**src/rtl/div_signed_ctrl.sv**
```systemverilog
// Signed/unsigned divide front end: magnitude conversion, RISC-V special cases, core handshake, sign fix-up.
// Optional macro DIV_SMALL_BYPASS_EN: skip the core when |op1| < |op2|.
module div_signed_ctrl #(
  parameter int XLEN = 32
) (
  input  logic            clk,
  input  logic            reset,
  input  logic            start,
  output logic            ready,
  input  logic [1:0]      funct,
  input  logic [XLEN-1:0] op1,
  input  logic [XLEN-1:0] op2,
  output logic            valid,
  output logic [XLEN-1:0] result,
  output logic            core_start,
  input  logic            core_ready,
  input  logic            core_valid,
  input  logic            core_error,
  output logic [XLEN-1:0] core_dividend,
  output logic [XLEN-1:0] core_divisor,
  input  logic [XLEN-1:0] core_quotient,
  input  logic [XLEN-1:0] core_remainder
);

  typedef enum logic [1:0] {
    S_IDLE  = 2'd0,
    S_ISSUE = 2'd1,
    S_WAIT  = 2'd2,
    S_DONE  = 2'd3
  } state_t;

  localparam logic [XLEN-1:0] ALL_ONES = {XLEN{1'b1}};
  localparam logic [XLEN-1:0] MIN_NEG  = {1'b1, {(XLEN-1){1'b0}}};

  state_t          r_state;
  state_t          w_next;
  logic            r_rem;
  logic            r_neg_q;
  logic            r_neg_r;
  logic [XLEN-1:0] r_dividend;
  logic [XLEN-1:0] r_divisor;
  logic [XLEN-1:0] r_result;

  logic            w_accept;
  logic            w_signed;
  logic [XLEN-1:0] w_mag1;
  logic [XLEN-1:0] w_mag2;
  logic            w_div0;
  logic            w_ovf;
  logic            w_special;
  logic [XLEN-1:0] w_special_result;
  logic            w_bypass;
  logic [XLEN-1:0] w_bypass_result;
  logic [XLEN-1:0] w_core_q;
  logic [XLEN-1:0] w_core_r;
  logic [XLEN-1:0] w_orig_op1;
  logic [XLEN-1:0] w_wait_result;

  assign w_accept = (r_state == S_IDLE) && start;
  assign w_signed = ~funct[0];

  // Negating MIN_NEG wraps back to itself, which is already the correct unsigned magnitude.
  assign w_mag1 = (w_signed && op1[XLEN-1]) ? (XLEN'(0) - op1) : op1;
  assign w_mag2 = (w_signed && op2[XLEN-1]) ? (XLEN'(0) - op2) : op2;

  assign w_div0    = (op2 == '0);
  assign w_ovf     = w_signed && (op1 == MIN_NEG) && (op2 == ALL_ONES);
  assign w_special = w_div0 || w_ovf;

  always_comb begin
    w_special_result = '0;
    if (w_div0) begin
      w_special_result = funct[1] ? op1 : ALL_ONES;
    end else if (w_ovf) begin
      w_special_result = funct[1] ? '0 : MIN_NEG;
    end
  end

`ifdef DIV_SMALL_BYPASS_EN
  assign w_bypass = (w_mag1 < w_mag2);
`else
  assign w_bypass = 1'b0;
`endif
  assign w_bypass_result = funct[1] ? op1 : '0;

  assign w_core_q   = r_neg_q ? (XLEN'(0) - core_quotient)  : core_quotient;
  assign w_core_r   = r_neg_r ? (XLEN'(0) - core_remainder) : core_remainder;
  // The signed dividend is recoverable from its magnitude and sign flag.
  assign w_orig_op1 = r_neg_r ? (XLEN'(0) - r_dividend) : r_dividend;

  always_comb begin
    w_wait_result = r_rem ? w_core_r : w_core_q;
    if (core_error) begin
      w_wait_result = r_rem ? w_orig_op1 : ALL_ONES;
    end
  end

  always_ff @(posedge clk) begin
    if (reset) begin
      r_state <= S_IDLE;
    end else begin
      r_state <= w_next;
    end
  end

  always_comb begin
    w_next = r_state;
    case (r_state)
      S_IDLE: begin
        if (start) begin
          w_next = (w_special || w_bypass) ? S_DONE : S_ISSUE;
        end
      end
      S_ISSUE: begin
        if (core_ready) begin
          w_next = S_WAIT;
        end
      end
      S_WAIT: begin
        if (core_valid) begin
          w_next = S_DONE;
        end
      end
      S_DONE:  w_next = S_IDLE;
      default: w_next = S_IDLE;
    endcase
  end

  always_ff @(posedge clk) begin
    if (reset) begin
      r_rem      <= 1'b0;
      r_neg_q    <= 1'b0;
      r_neg_r    <= 1'b0;
      r_dividend <= '0;
      r_divisor  <= '0;
      r_result   <= '0;
    end else if (w_accept) begin
      r_rem      <= funct[1];
      r_neg_q    <= w_signed && (op1[XLEN-1] ^ op2[XLEN-1]);
      r_neg_r    <= w_signed && op1[XLEN-1];
      r_dividend <= w_mag1;
      r_divisor  <= w_mag2;
      if (w_special) begin
        r_result <= w_special_result;
      end else if (w_bypass) begin
        r_result <= w_bypass_result;
      end
    end else if ((r_state == S_WAIT) && core_valid) begin
      r_result <= w_wait_result;
    end
  end

  assign ready         = (r_state == S_IDLE);
  assign valid         = (r_state == S_DONE);
  assign result        = r_result;
  assign core_start    = (r_state == S_ISSUE) && core_ready;
  assign core_dividend = r_dividend;
  assign core_divisor  = r_divisor;

endmodule

```
**config.mk**
```make
export PLATFORM = sky130hd
export DESIGN_NAME = div_signed_ctrl
export DESIGN_NICKNAME = d
export VERILOG_FILES = /design/src/rtl/div_signed_ctrl.sv
export SDC_FILE = /design/constraint.sdc
export NUM_CORES = 1
export LEC_CHECK = 0
export ABC_CLOCK_PERIOD_IN_PS = 5480
export BUFFER_PORTS_ARGS = -buffer_cell sky130_fd_sc_hd__buf_2
export CORE_ASPECT_RATIO = 1.5
export CORE_MARGIN = 5
export CORE_UTILIZATION = 28
export DETAILED_ROUTE_END_ITERATION = 6
export PLACE_DENSITY = 0.58
export REMOVE_ABC_BUFFERS = 1
export SLEW_MARGIN = 40
export SYNTH_ARGS = -nofsm -noshare
export SYNTH_HDL_FRONTEND = slang
export SYNTH_SLANG_ARGS = --single-unit
```
**constraint.sdc**
```tcl
create_clock -name clk -period 5.48 [get_ports clk]
set_clock_uncertainty 0.05 [all_clocks]
set_input_delay 0.274 -clock clk [delete_from_list [all_inputs] [get_ports clk]]
set_output_delay 0.274 -clock clk [all_outputs]
set_load 0.05 [all_outputs]
```
* Word-level counts from Yosys, hierarchy flattened
Cells that the tools add are included.
Word-level totals: bits in registers 101, input port bits 136, output and inout bits 99, word-level logic and storage cells 57
Operators by class: add/sub/neg operators 5, eq/ne operators 9, muxes and demuxes 20, bitwise logic cells 2, reduce and logical (&&, ||, !) cells 14
Operator list (number):
- $mux W32 | 15
- $sub A1 B32 Y32 const A | 5
- $eq A32 B32 Y1 const B | 2
- $logic_not A32 Y1 | 1
- $logic_and A1 B1 Y1 | 8
- $mux W2 | 4
- $pmux W2 S4 | 1
- $ne A2 B2 Y1 const B | 3
- $eq A2 B2 Y1 const B | 2
- $reduce_and A3 Y1 | 1
- $eq A2 B1 Y1 const B | 1
- $logic_not A2 Y1 | 1
- $ne A2 B1 Y1 const B | 1
- $reduce_and A2 Y1 | 1
- $reduce_bool A2 Y1 | 1
- $logic_or A1 B1 Y1 | 1
- $not A1 Y1 | 1
- $xor A1 B1 Y1 | 1

* Longest topological paths before layout
Gate-level depths: netlist of the first run.
depth in word-level cells 7, depth in mapped cells 11, depth with buffers taken out 9

* Worst setup path before layout of the first run
OpenSTA, ideal clock, no wires.
kind register -> register, start point reg r_dividend[15], in the netlist core_dividend[15], end point reg r_result[25], in the netlist result[25], setup time 0.091 ns, data arrival time 2.643 ns, required time 5.339 ns, slack 2.696 ns, stages on the path, launching flop included 10, path buffers 2, clock period less this slack 2.784 ns, cell sequence dfxtp_1 > or4_1 > or2_1 > buf_6 > or3_1 > buf_6 > o31ai_1 > xnor2_1 > o221ai_1 > a311oi_1
On the way: cells in the longest elaborated chain, start to end 6
RTL lines:
- start, declared | RTL line 40 | logic [XLEN-1:0] r_dividend;
- start signal, assigned | RTL line 141 | r_dividend <= w_mag1;
- $sub A1 B32 Y32 | RTL line 89 | assign w_orig_op1 = r_neg_r ? (XLEN'(0) - r_dividend) : r_dividend;
- $mux W32 | RTL line 89
- $mux W32 | RTL line 94 | w_wait_result = r_rem ? w_orig_op1 : ALL_ONES;
- $mux W32 | RTL line 93 | if (core_error) begin
- $mux W32 | RTL line 148 | end else if ((r_state == S_WAIT) && core_valid) begin
- $mux W32 | RTL line 137 | end else if (w_accept) begin
- end signal, assigned | RTL line 144 | r_result <= w_special_result;
- end signal, assigned | RTL line 146 | r_result <= w_bypass_result;
- end signal, assigned | RTL line 149 | r_result <= w_wait_result;
- end, declared | RTL line 42 | logic [XLEN-1:0] r_result;
No other way between the ends. The select of a mux whose other input is x is not followed. A chain may end at the register's enable or synchronous reset.

* Worst setup path in the final report of the first run
start point reg r_dividend[0], in the netlist core_dividend[0], end point reg r_result[30], in the netlist result[30]
The elaborated chain is that of the path after synthesis.

==> impl_metrics.csv, run 1 <==
group,metric,value,unit
pwr,power.total,3.68,mW
pwr,peakVddDrop,0.000233,V
sta,relSlewSlack,44.3,%
hold_path,whs_path_depth,3,
critical_path,crit_path_top_delay_cell,"nor3b_1",
run,max_cap_violations,0,
pwr,p_int,1.78,mW
critical_path,reg2regPathDepth,9,
synthesis,ys_warn_count,0,
critical_path,r2r_start,"core_dividend[0]",
pwr,p_seq_share,29.8,%
clock_network,hold_buffers,0,
synthesis,yosys.area.top_type_share,25.4,%
synthesis,netlist_area,7950,um2
critical_path,critPathKind,"reg2reg",
cells_and_area,area_growth,20.7,%
cells_and_area,layout-drive-gt1-share,24.0,%
critical_path,critPathMaxFanout,8,
detailed_routing,routed_wl,31800,um
pwr,leakage,3.52,nW
synthesis,async_flop_share,0,%
hold_path,worstHoldStart,"op2[0]",
synthesis,synth_xor_area_share,14.2,%
floorplanning,ioPinCount,235,
critical_path,timing.rr.end,"result[30]",
clock_network,cts_made_buffers,9,
detailed_routing,vias,8598,
synthesis,yosysTopAreaCell,"dfxtp_1",
synthesis,ys_ff_latch,101,
critical_path,startpoint_type,"flip-flop",
outcome,status,"completed",
detailed_routing,routedWlPerCell,20.4,um
synthesis,synth-edff-count,0,
synthesis,synth_mux_area_share,1.04,%
detailed_routing,drc,0,
sta,finalCritPeriodShare,58.6,%
cells_and_area,final_common_cell,"buf_2",
critical_path,worst_path_largest_cell_delay,0.58,ns
clock_network,root_buffer,"clkbuf_16",
floorplanning,initial_core_util,28.4,%
synthesis,yosys-top-cells-area,"dfxtp_1, xor2_1, xnor2_1, nor2_1, o21ai_0",
floorplanning,fp-row-count,75,
global_routing,grt_overflow,0,
critical_path,reg2reg_slack,2.27,ns
cells_and_area,fill_cells,3054,
hold_path,worstHoldPathType,"in2reg",
critical_path,cp_num_buf_inv,1,
sta,max_slew.worst_pin.slew,0.835,ns
clock_network,path_clk_slew,0.07,ns
synthesis,ys.flop_type,"dfxtp_1",
clock_network,cts_resized,0,
critical_path,cpLargestDelayFamily,"compound AO/OA/AOI/OAI gates",
sta,slew_viol_final,0,
floorplanning,fp.dieW,148,um
placed_design,placedCellCount,1538,
synthesis,synth_area_per_cell,7.73,um2
synthesis,seq_area_frac_synth,25.4,%
global_routing,grt_pass1_vias,8568,
floorplanning,die_area,31900,um2
sta,fin_crit,3.21,ns
cells_and_area,postLayoutCellArea,9600,um2
clock_network,cts_sinks,101,
placed_design,portBuffers,234,
global_routing,grt_max_degree,81,
detailed_routing,detail-route-antenna-nets,0,
cells_and_area,final-seq-area,2020,um2
cells_and_area,final_cell_mix,"buf_2, nor2_1, dfxtp_1, o21ai_0, xor2_1",
floorplanning,die_h,216,um
sta,fmax,312,MHz
clock_network,clockBufferDepth,2,
synthesis,synth_top_family_by_area,"compound AO/OA/AOI/OAI gates",
synthesis,yosys.cell_types.count,70,
cells_and_area,fin_cells,1559,
detailed_routing,drtIter0Drc,476,
critical_path,endpoint_kind,"flip-flop",
floorplanning,core,28000,um2
placed_design,placed_area,9310,um2
hold_path,holdPathEnd,"core_divisor[0]",
critical_path,worst_ep_required_time,5.72,ns
sta,setup_viol,0,
synthesis,synth-adder-area-share,1.57,%
clock_network,cts_setup_buffers,0,
placed_design,gp_congestion,0.903,
pwr,switching_share,51.6,%
clock_network,cts_tree,"yes",
detailed_routing,first_pass_iters,5,
clock_network,htree_levels,3,
cells_and_area,fin_nets,1349,
pwr,p_sw,1.90,mW
clock_network,clkLatencyLatePin,0.36,ns
pwr,power_frac_clock,17.0,%
sta,rsz0062_at_grt,"no",
pwr,pwr_density_cell,384,nW/um2
global_routing,antenna_found_initial,11,
detailed_routing,viasPerCell,5.52,
synthesis,synth-compound-area-share,30.5,%
synthesis,synth-simple-area-share,21.8,%
pwr,power_frac_comb,53.2,%
global_routing,grtUsageTotal,19.2,%
synthesis,synth_cells,1029,
global_routing,grt_pass1_wl,48600,um
critical_path,worstPathCellList,"inv_1 -> ha_1 -> nor3b_1 -> nand4_1 -> o41ai_1 -> xor2_1 -> a221oi_1 -> o21ai_0 -> a31oi_1",
placed_design,dp_hpwl,25200,um
sta,setup_tns,0,ns
cells_and_area,multiInputGateArea,5530,um2
sta,finalHoldViolCount,0,
critical_path,crit_arrival,3.45,ns
## logic make-up (layout without fill, tap and decap cells)
group                      count (synthesis)  after routing
AOI/OAI and AO/OA                        343            343
and+or+nand+nor                          337            337
xor gates and xnor gates                 129            129
buffers and inverters                    102            280
DFF                                      101            101
adders and majority gates                 10             10
muxes                                      7              7
other                                      0              6
## layout make-up
class	count	area share, %
Inverter	21	0.821
Multi-Input combinational cell	826	57.6
Sequential cell	101	21.1
Tap cell	346	4.51
Timing Repair Buffer	244	13.0
Clock buffer	12	2.57
Antenna cell	6	0.156
Clock inverter	3	0.222
## worst min-delay path: stages
cell and delay (ns):
buf_2 0.13, nand2_1 0.06, a21oi_1 0.05
## cell usage after synthesis (3+ instances only)
master    instances
a211o_1           3
a211oi_1         50
a21oi_1          39
a221oi_1         12
a22oi_1           4
a311oi_1         29
a31oi_1          10
and2_1            5
buf_1             8
buf_2             6
buf_6             5
clkbuf_1         61
dfxtp_1         101
ha_1             10
inv_1            21
mux2i_1           6
nand2_1          59
nand2b_1         14
nand3_1          14
nand4_1          16
nor2_1          114
nor2b_1           4
nor3_1           23
nor3b_1           4
nor4_1           24
nor4_2            3
o211ai_1          8
o21a_1            3
o21ai_0          85
o221ai_1          8
o22ai_1           3
o31ai_1          36
o41ai_1          29
or2_2             8
or3_1            23
or4_1            13
xnor2_1          59
xor2_1           70
## power groups by stage
stage               clock network, mW  registers (mW)  logic (mW)
finish                          0.625            1.10        1.96
global route                    0.667            1.12        2.10
CTS                             0.644            1.10        1.96
detailed placement                  0            1.11        1.96
global placement                    0            1.11        1.94
floorplan                           0            1.64       0.850
## worst max path at each step
stage,startpoint,endpoint,slack [ns],cells past startpoint
floorplan,r_state[0],result[2],0.08,7
global placement,op2[3],result[2],2.23,9
detailed placement,op2[3],result[10],2.10,9
CTS,core_dividend[0],result[30],2.25,9
global route,core_dividend[1],result[30],2.04,9
finish,core_dividend[0],result[30],2.27,9
## flip-flops by register name (all words and copies together) (netlist names)
signal         cells
result            32
core_divisor      32
r_neg_r            1
r_neg_q            1
r_rem              1
r_state            2
core_dividend     32
## through the flow
stage,util [%],hold WS (ns),setup slack (ns)
after floorplan,-,0.293,0.0840
after global placement,33.2,0.388,2.23
after detailed placement,33.3,0.396,2.10
after CTS,34.3,0.119,2.25
after global routing,34.3,0.132,2.04
final,34.3,0.138,2.27
## metal layers
layer,vias to the layer above,global-route usage (%),wire length [um],part of all wire [%]
met3,77,5.14,2030,6.4
met1,3977,20.4,12100,38
met5,-,0,61,0.19
met2,284,34.9,16300,51
met4,10,8.77,1400,4.4
li1,4250,-,-,-
Note: power is estimated with default switching activity, not from simulation.
==> run 2: changes to the inputs <==
--- a/config.mk
+++ b/config.mk
@@ -5,7 +5,7 @@
 export SDC_FILE = /design/constraint.sdc
 export NUM_CORES = 1
 export LEC_CHECK = 0
-export ABC_CLOCK_PERIOD_IN_PS = 5480
+export ABC_CLOCK_PERIOD_IN_PS = 3200
 export BUFFER_PORTS_ARGS = -buffer_cell sky130_fd_sc_hd__buf_2
 export CORE_ASPECT_RATIO = 1.5
 export CORE_MARGIN = 5
==> constraint.sdc (replaced) <==
create_clock -name clk -period 3.2 [get_ports clk]
set_clock_uncertainty 0.05 [all_clocks]
set_input_delay 0.16 -clock clk [delete_from_list [all_inputs] [get_ports clk]]
set_output_delay 0.16 -clock clk [all_outputs]
set_load 0.05 [all_outputs]
==> run 2 against run 1 <==
  * Utilization grew 0.89 points
  * Sequential power increased by 70%
  * Non-clock buffer count up 26
  * Worst hold slack worse by 0.11 ns
  * Wire length fell by 1.5%
  * Total power is 75% higher
  * Clock-buffer cell count is the same
  * Cell count is 1.5% higher
  * Critical path depth decreased by 2
  * Sequential cell count did not move
  * Clock power is 87% higher
  * Combinational power up 73%
  * Critical path type unchanged
==> impl_metrics.csv, run 2 (synthesis results as in run 1) <==
group,metric,value,unit
critical_path,timing.rr.end,"result[30]",
clock_network,cts_made_buffers,9,
critical_path,reg2reg_slack,0.42,ns
critical_path,critPathMaxFanout,8,
hold_path,worstHoldPathType,"in2reg",
clock_network,cts_tree,"yes",
hold_path,whs_path_depth,3,
sta,fin_crit,2.78,ns
global_routing,antenna_found_initial,10,
sta,relSlewSlack,46.2,%
critical_path,endpoint,"result[30]",
sta,rsz0062_at_grt,"no",
cells_and_area,fin_nets,1375,
critical_path,endpoint_kind,"flip-flop",
detailed_routing,first_pass_iters,7,
clock_network,htree_levels,3,
detailed_routing,vias,8754,
global_routing,grtUsageTotal,18.8,%
pwr,leakage,3.67,nW
placed_design,portBuffers,234,
floorplanning,die_h,216,um
placed_design,dp_hpwl,24900,um
sta,timing.hold.ws,0.0319,ns
cells_and_area,fill_cells,2991,
placed_design,placedCellCount,1563,
sta,fmax,359,MHz
detailed_routing,routed_wl,31300,um
placed_design,dp_slack,0.235,ns
sta,slew_viol_final,0,
sta,max_slew.worst_pin.slew,0.806,ns
critical_path,r2r_start,"core_dividend[20]",
detailed_routing,detail-route-antenna-nets,0,
clock_network,root_buffer,"clkbuf_16",
sta,setup_ws,0.417,ns
global_routing,grt_pass1_vias,8338,
cells_and_area,multiInputGateArea,5510,um2
pwr,peakVddDrop,0.000333,V
clock_network,path_clk_slew,0.07,ns
detailed_routing,routedWlPerCell,19.8,um
sta,finalCritPeriodShare,87.0,%
detailed_routing,drc,0,
cells_and_area,fin_cells,1583,
clock_network,cts_resized,0,
cells_and_area,final_cell_mix,"buf_2, nor2_1, dfxtp_1, o21ai_0, xor2_1",
clock_network,clkLatencyLatePin,0.37,ns
pwr,pwr_density_cell,654,nW/um2
critical_path,reg2regPathDepth,7,
detailed_routing,drtIter0Drc,470,
sta,setup_viol,0,
floorplanning,die_area,31900,um2
clock_network,clockBufferDepth,2,
global_routing,grt_max_degree,81,
run,max_cap_violations,0,
floorplanning,initial_core_util,28.4,%
cells_and_area,area_growth,23.9,%
critical_path,crit_arrival,3.03,ns
critical_path,critPathKind,"reg2reg",
floorplanning,ioPinCount,235,
sta,finalHoldViolCount,0,
critical_path,crit_start,"core_dividend[20]",
critical_path,startpoint_type,"flip-flop",
global_routing,grt_overflow,0,
cells_and_area,final_common_cell,"buf_2",
floorplanning,core,28000,um2
cells_and_area,final-seq-area,2020,um2
pwr,power.total,6.44,mW
detailed_routing,viasPerCell,5.53,
floorplanning,fp-row-count,75,
outcome,status,"completed",
global_routing,grt_pass1_wl,47400,um
placed_design,gp_congestion,0.887,
floorplanning,fp.dieW,148,um
cells_and_area,fin_util,35.2,%
cells_and_area,layout-drive-gt1-share,25.3,%
clock_network,cts_sinks,101,
critical_path,worst_ep_required_time,3.45,ns
-- run 2: metal layers --
metal,global-route usage (%),share of wire (%),up-vias
met5,0,0.21,-
met4,8.02,3.4,12
met3,5.31,6.9,71
met2,34.0,52,287
met1,20.4,38,4098
li1,-,-,4286
-- run 2: how the worst min path moves through the flow --
stage	startpoint	endpoint	slack, ns
2_1_floorplan	reset	core_dividend[0]	0.18
3_3_place_gp	core_divisor[5]	core_divisor[5]	0.39
3_5_place_dp	op2[0]	core_divisor[0]	0.40
4_1_cts	op1[0]	core_dividend[0]	0.01
5_1_grt	op1[0]	core_dividend[0]	0.04
6_report	op1[0]	core_dividend[0]	0.03
-- run 2: metrics by stage --
step | setup TNS [ns] | area [um2]
global route | 0 | 9840
floorplan | -112.78 | 7600
finish | 0 | 9850
global placement | 0 | 9510
CTS | 0 | 9830
detailed placement | 0 | 9520
-- run 2: repair_timing --
action | CTS | global route
endpoints found under the setup margin | 0 | 0
endpoints found under the hold margin | 1 | 0
hold buffers | 1 | 0
buffers inserted | 0 | 0
-- run 2: power by group --
part / switching (mW) / internal, mW / total, mW / leakage (nW)
logic: 2.40 / 1.00 / 3.40 / 2.70
registers: 0.316 / 1.55 / 1.87 / 0.829
clock network: 0.525 / 0.648 / 1.17 / 0.149
-- run 2: worst max-delay path: stages (launching register included) --
cell      delay (ns)
dfxtp_1         0.38
or4_1           0.61
or3_1           0.46
o41ai_1         0.42
xor2_1          0.12
a221oi_1        0.28
o21ai_0         0.19
a31oi_1         0.20
-- run 2: area by class of cell --
| type | count | area share [%] |
|---|---|---|
| Multi-Input combinational cell | 826 | 56.0 |
| Inverter | 21 | 0.801 |
| Clock inverter | 3 | 0.445 |
| Sequential cell | 101 | 20.5 |
| Tap cell | 346 | 4.40 |
| Clock buffer | 12 | 2.60 |
| Antenna cell | 4 | 0.102 |
| Timing Repair Buffer | 270 | 15.1 |
==> run 3: changes to the inputs <==
--- a/config.mk
+++ b/config.mk
@@ -7,11 +7,13 @@
 export LEC_CHECK = 0
 export ABC_CLOCK_PERIOD_IN_PS = 3200
 export BUFFER_PORTS_ARGS = -buffer_cell sky130_fd_sc_hd__buf_2
+export CELL_PAD_IN_SITES_DETAIL_PLACEMENT = 0
+export CELL_PAD_IN_SITES_GLOBAL_PLACEMENT = 1
 export CORE_ASPECT_RATIO = 1.5
 export CORE_MARGIN = 5
 export CORE_UTILIZATION = 28
 export DETAILED_ROUTE_END_ITERATION = 6
-export PLACE_DENSITY = 0.58
+export PLACE_DENSITY = 0.72
 export REMOVE_ABC_BUFFERS = 1
 export SLEW_MARGIN = 40
 export SYNTH_ARGS = -nofsm -noshare
==> run 3 against run 2 <==
  * Utilization rose by 0.30 points
  * Sequential share of layout area fell by 0.17 points
  * Cell count up 0.38%
  * Cell area grew 0.84%
  * Die area stayed put
  * Via count down 1.1%
  * Clock-buffer cell count fell by 2
  * Critical path type unchanged
  * Largest cell class unchanged
==> impl_metrics.csv, run 3 (synthesis results as in run 1) <==
group,metric,value,unit
cells_and_area,layout-drive-gt1-share,25.6,%
floorplanning,fp-row-count,75,
cells_and_area,postLayoutCellArea,9930,um2
placed_design,placedCellCount,1567,
clock_network,cts_sinks,101,
critical_path,endpoint_kind,"flip-flop",
clock_network,cts_tree,"yes",
global_routing,grt_pass1_wl,47900,um
critical_path,crit_path_top_delay_cell,"o41ai_1",
floorplanning,die_h,216,um
detailed_routing,vias,8661,
clock_network,path_clk_slew,0.07,ns
sta,rsz0062_at_grt,"no",
detailed_routing,detail-route-antenna-nets,0,
hold_path,worstHoldPathType,"in2reg",
global_routing,grt_max_degree,81,
clock_network,hold_buffers,0,
hold_path,worstHoldStart,"op2[0]",
cells_and_area,fin_cells,1589,
pwr,pwr_density_cell,673,nW/um2
pwr,leakage,3.72,nW
sta,slew_viol_final,0,
detailed_routing,routed_wl,31700,um
global_routing,grt_overflow,0,
clock_network,htree_levels,3,
hold_path,whs_path_depth,3,
floorplanning,fp.dieW,148,um
placed_design,placed_area,9540,um2
sta,relSlewSlack,44.8,%
critical_path,reg2regPathDepth,10,
critical_path,worst_ep_required_time,3.43,ns
sta,setup_viol,0,
floorplanning,core,28000,um2
cells_and_area,fin_nets,1378,
clock_network,cts_setup_buffers,0,
global_routing,grtUsageTotal,19.0,%
detailed_routing,drtIter0Drc,455,
sta,fin_crit,2.87,ns
global_routing,antenna_found_initial,11,
detailed_routing,first_pass_iters,5,
placed_design,gp_congestion,0.913,
sta,finalHoldViolCount,0,
placed_design,dp_hpwl,25300,um
floorplanning,initial_core_util,28.4,%
detailed_routing,drc,0,
detailed_routing,viasPerCell,5.45,
critical_path,reg2reg_slack,0.33,ns
sta,max_slew.worst_pin.slew,0.828,ns
clock_network,root_buffer,"clkbuf_16",
critical_path,crit_arrival,3.10,ns
clock_network,cts_made_buffers,9,
critical_path,startpoint_type,"flip-flop",
critical_path,r2r_start,"core_dividend[0]",
cells_and_area,final_cell_mix,"buf_2, nor2_1, dfxtp_1, o21ai_0, xor2_1",
detailed_routing,routedWlPerCell,20.0,um
run,max_cap_violations,0,
sta,finalCritPeriodShare,89.8,%
placed_design,portBuffers,234,
critical_path,critPathMaxFanout,8,
sta,fmax,348,MHz
critical_path,timing.rr.end,"result[30]",
pwr,peakVddDrop,0.000433,V
global_routing,grt_pass1_vias,8437,
floorplanning,ioPinCount,235,
cells_and_area,final_common_cell,"buf_2",
outcome,status,"completed",
critical_path,worstPathCellList,"inv_1 -> ha_1 -> nor3b_1 -> buf_4 -> nand4_1 -> o41ai_1 -> xor2_1 -> a221oi_1 -> o21ai_0 -> a31oi_1",
clock_network,clkLatencyLatePin,0.36,ns
cells_and_area,area_growth,24.9,%
floorplanning,die_area,31900,um2
critical_path,critPathKind,"reg2reg",
hold_path,holdPathEnd,"core_divisor[0]",
clock_network,cts_resized,0,
critical_path,worst_path_largest_cell_delay,0.53,ns
clock_network,clockBufferDepth,2,
-- run 3: critical path, delay by kind of cell, from the launching register on --
family                   cells  cell delay, ns
buffers and inverters        2            0.25
flip-flops                   1            0.35
AND/OR/NAND/NOR              2            0.61
XOR/XNOR                     1            0.11
AO/OA/AOI/OAI                4            1.23
adder cells (fa/ha/maj)      1            0.17
-- run 3: final cells by class --
class,count,area (um2)
clock inverter,6,134
clock buffer,10,239
timing repair buffer,273,1500
fill,3063,18000
sequential,101,2020
inverter,21,78.8
tap,346,433
antenna,6,15.0
multi-input combinational,826,5510
-- run 3: how the worst max path moves through the flow --
stage / slack [ns] / depth (start not counted) / end / startpoint
5_1_grt: 0.18 / 10 / result[30] / core_dividend[1]
2_1_floorplan: -2.20 / 7 / result[2] / r_state[0]
3_5_place_dp: 0.27 / 11 / result[21] / op1[0]
4_1_cts: 0.34 / 10 / result[30] / core_dividend[0]
3_3_place_gp: 0.38 / 11 / result[2] / op1[0]
6_report: 0.33 / 10 / result[30] / core_dividend[0]
-- run 3: report_power, final --
group          leakage, nW  total (mW)  switching, mW  internal [mW]
combinational         2.71        3.42           2.42          0.999
sequential           0.829        1.87          0.316           1.55
clock                0.183        1.39          0.527          0.866
total                 3.72        6.68           3.26           3.42
-- run 3: routing by layer --
| metal | GRT usage, % | up-vias | routed length, um |
|---|---|---|---|
| li1 | - | 4300 | - |
| met1 | 20.8 | 4044 | 12300 |
| met2 | 34.5 | 243 | 16300 |
| met3 | 5.04 | 62 | 1970 |
| met4 | 7.62 | 12 | 1100 |
| met5 | 0 | - | 64 |
-- run 3: per-stage QoR --
step / setup slack (ns) / hold slack (ns) / power [mW] / TNS, ns / utilization [%]
floorplan: -2.20 / 0.179 / 4.26 / -112.78 / -
detailed placement: 0.272 / 0.396 / 5.31 / 0 / 34.1
global route: 0.175 / 0.0302 / 7.08 / 0 / 35.5
global placement: 0.383 / 0.388 / 5.29 / 0 / 34.1
finish: 0.328 / 0.0325 / 6.68 / 0 / 35.5
CTS: 0.340 / 0.0125 / 6.74 / 0 / 35.4
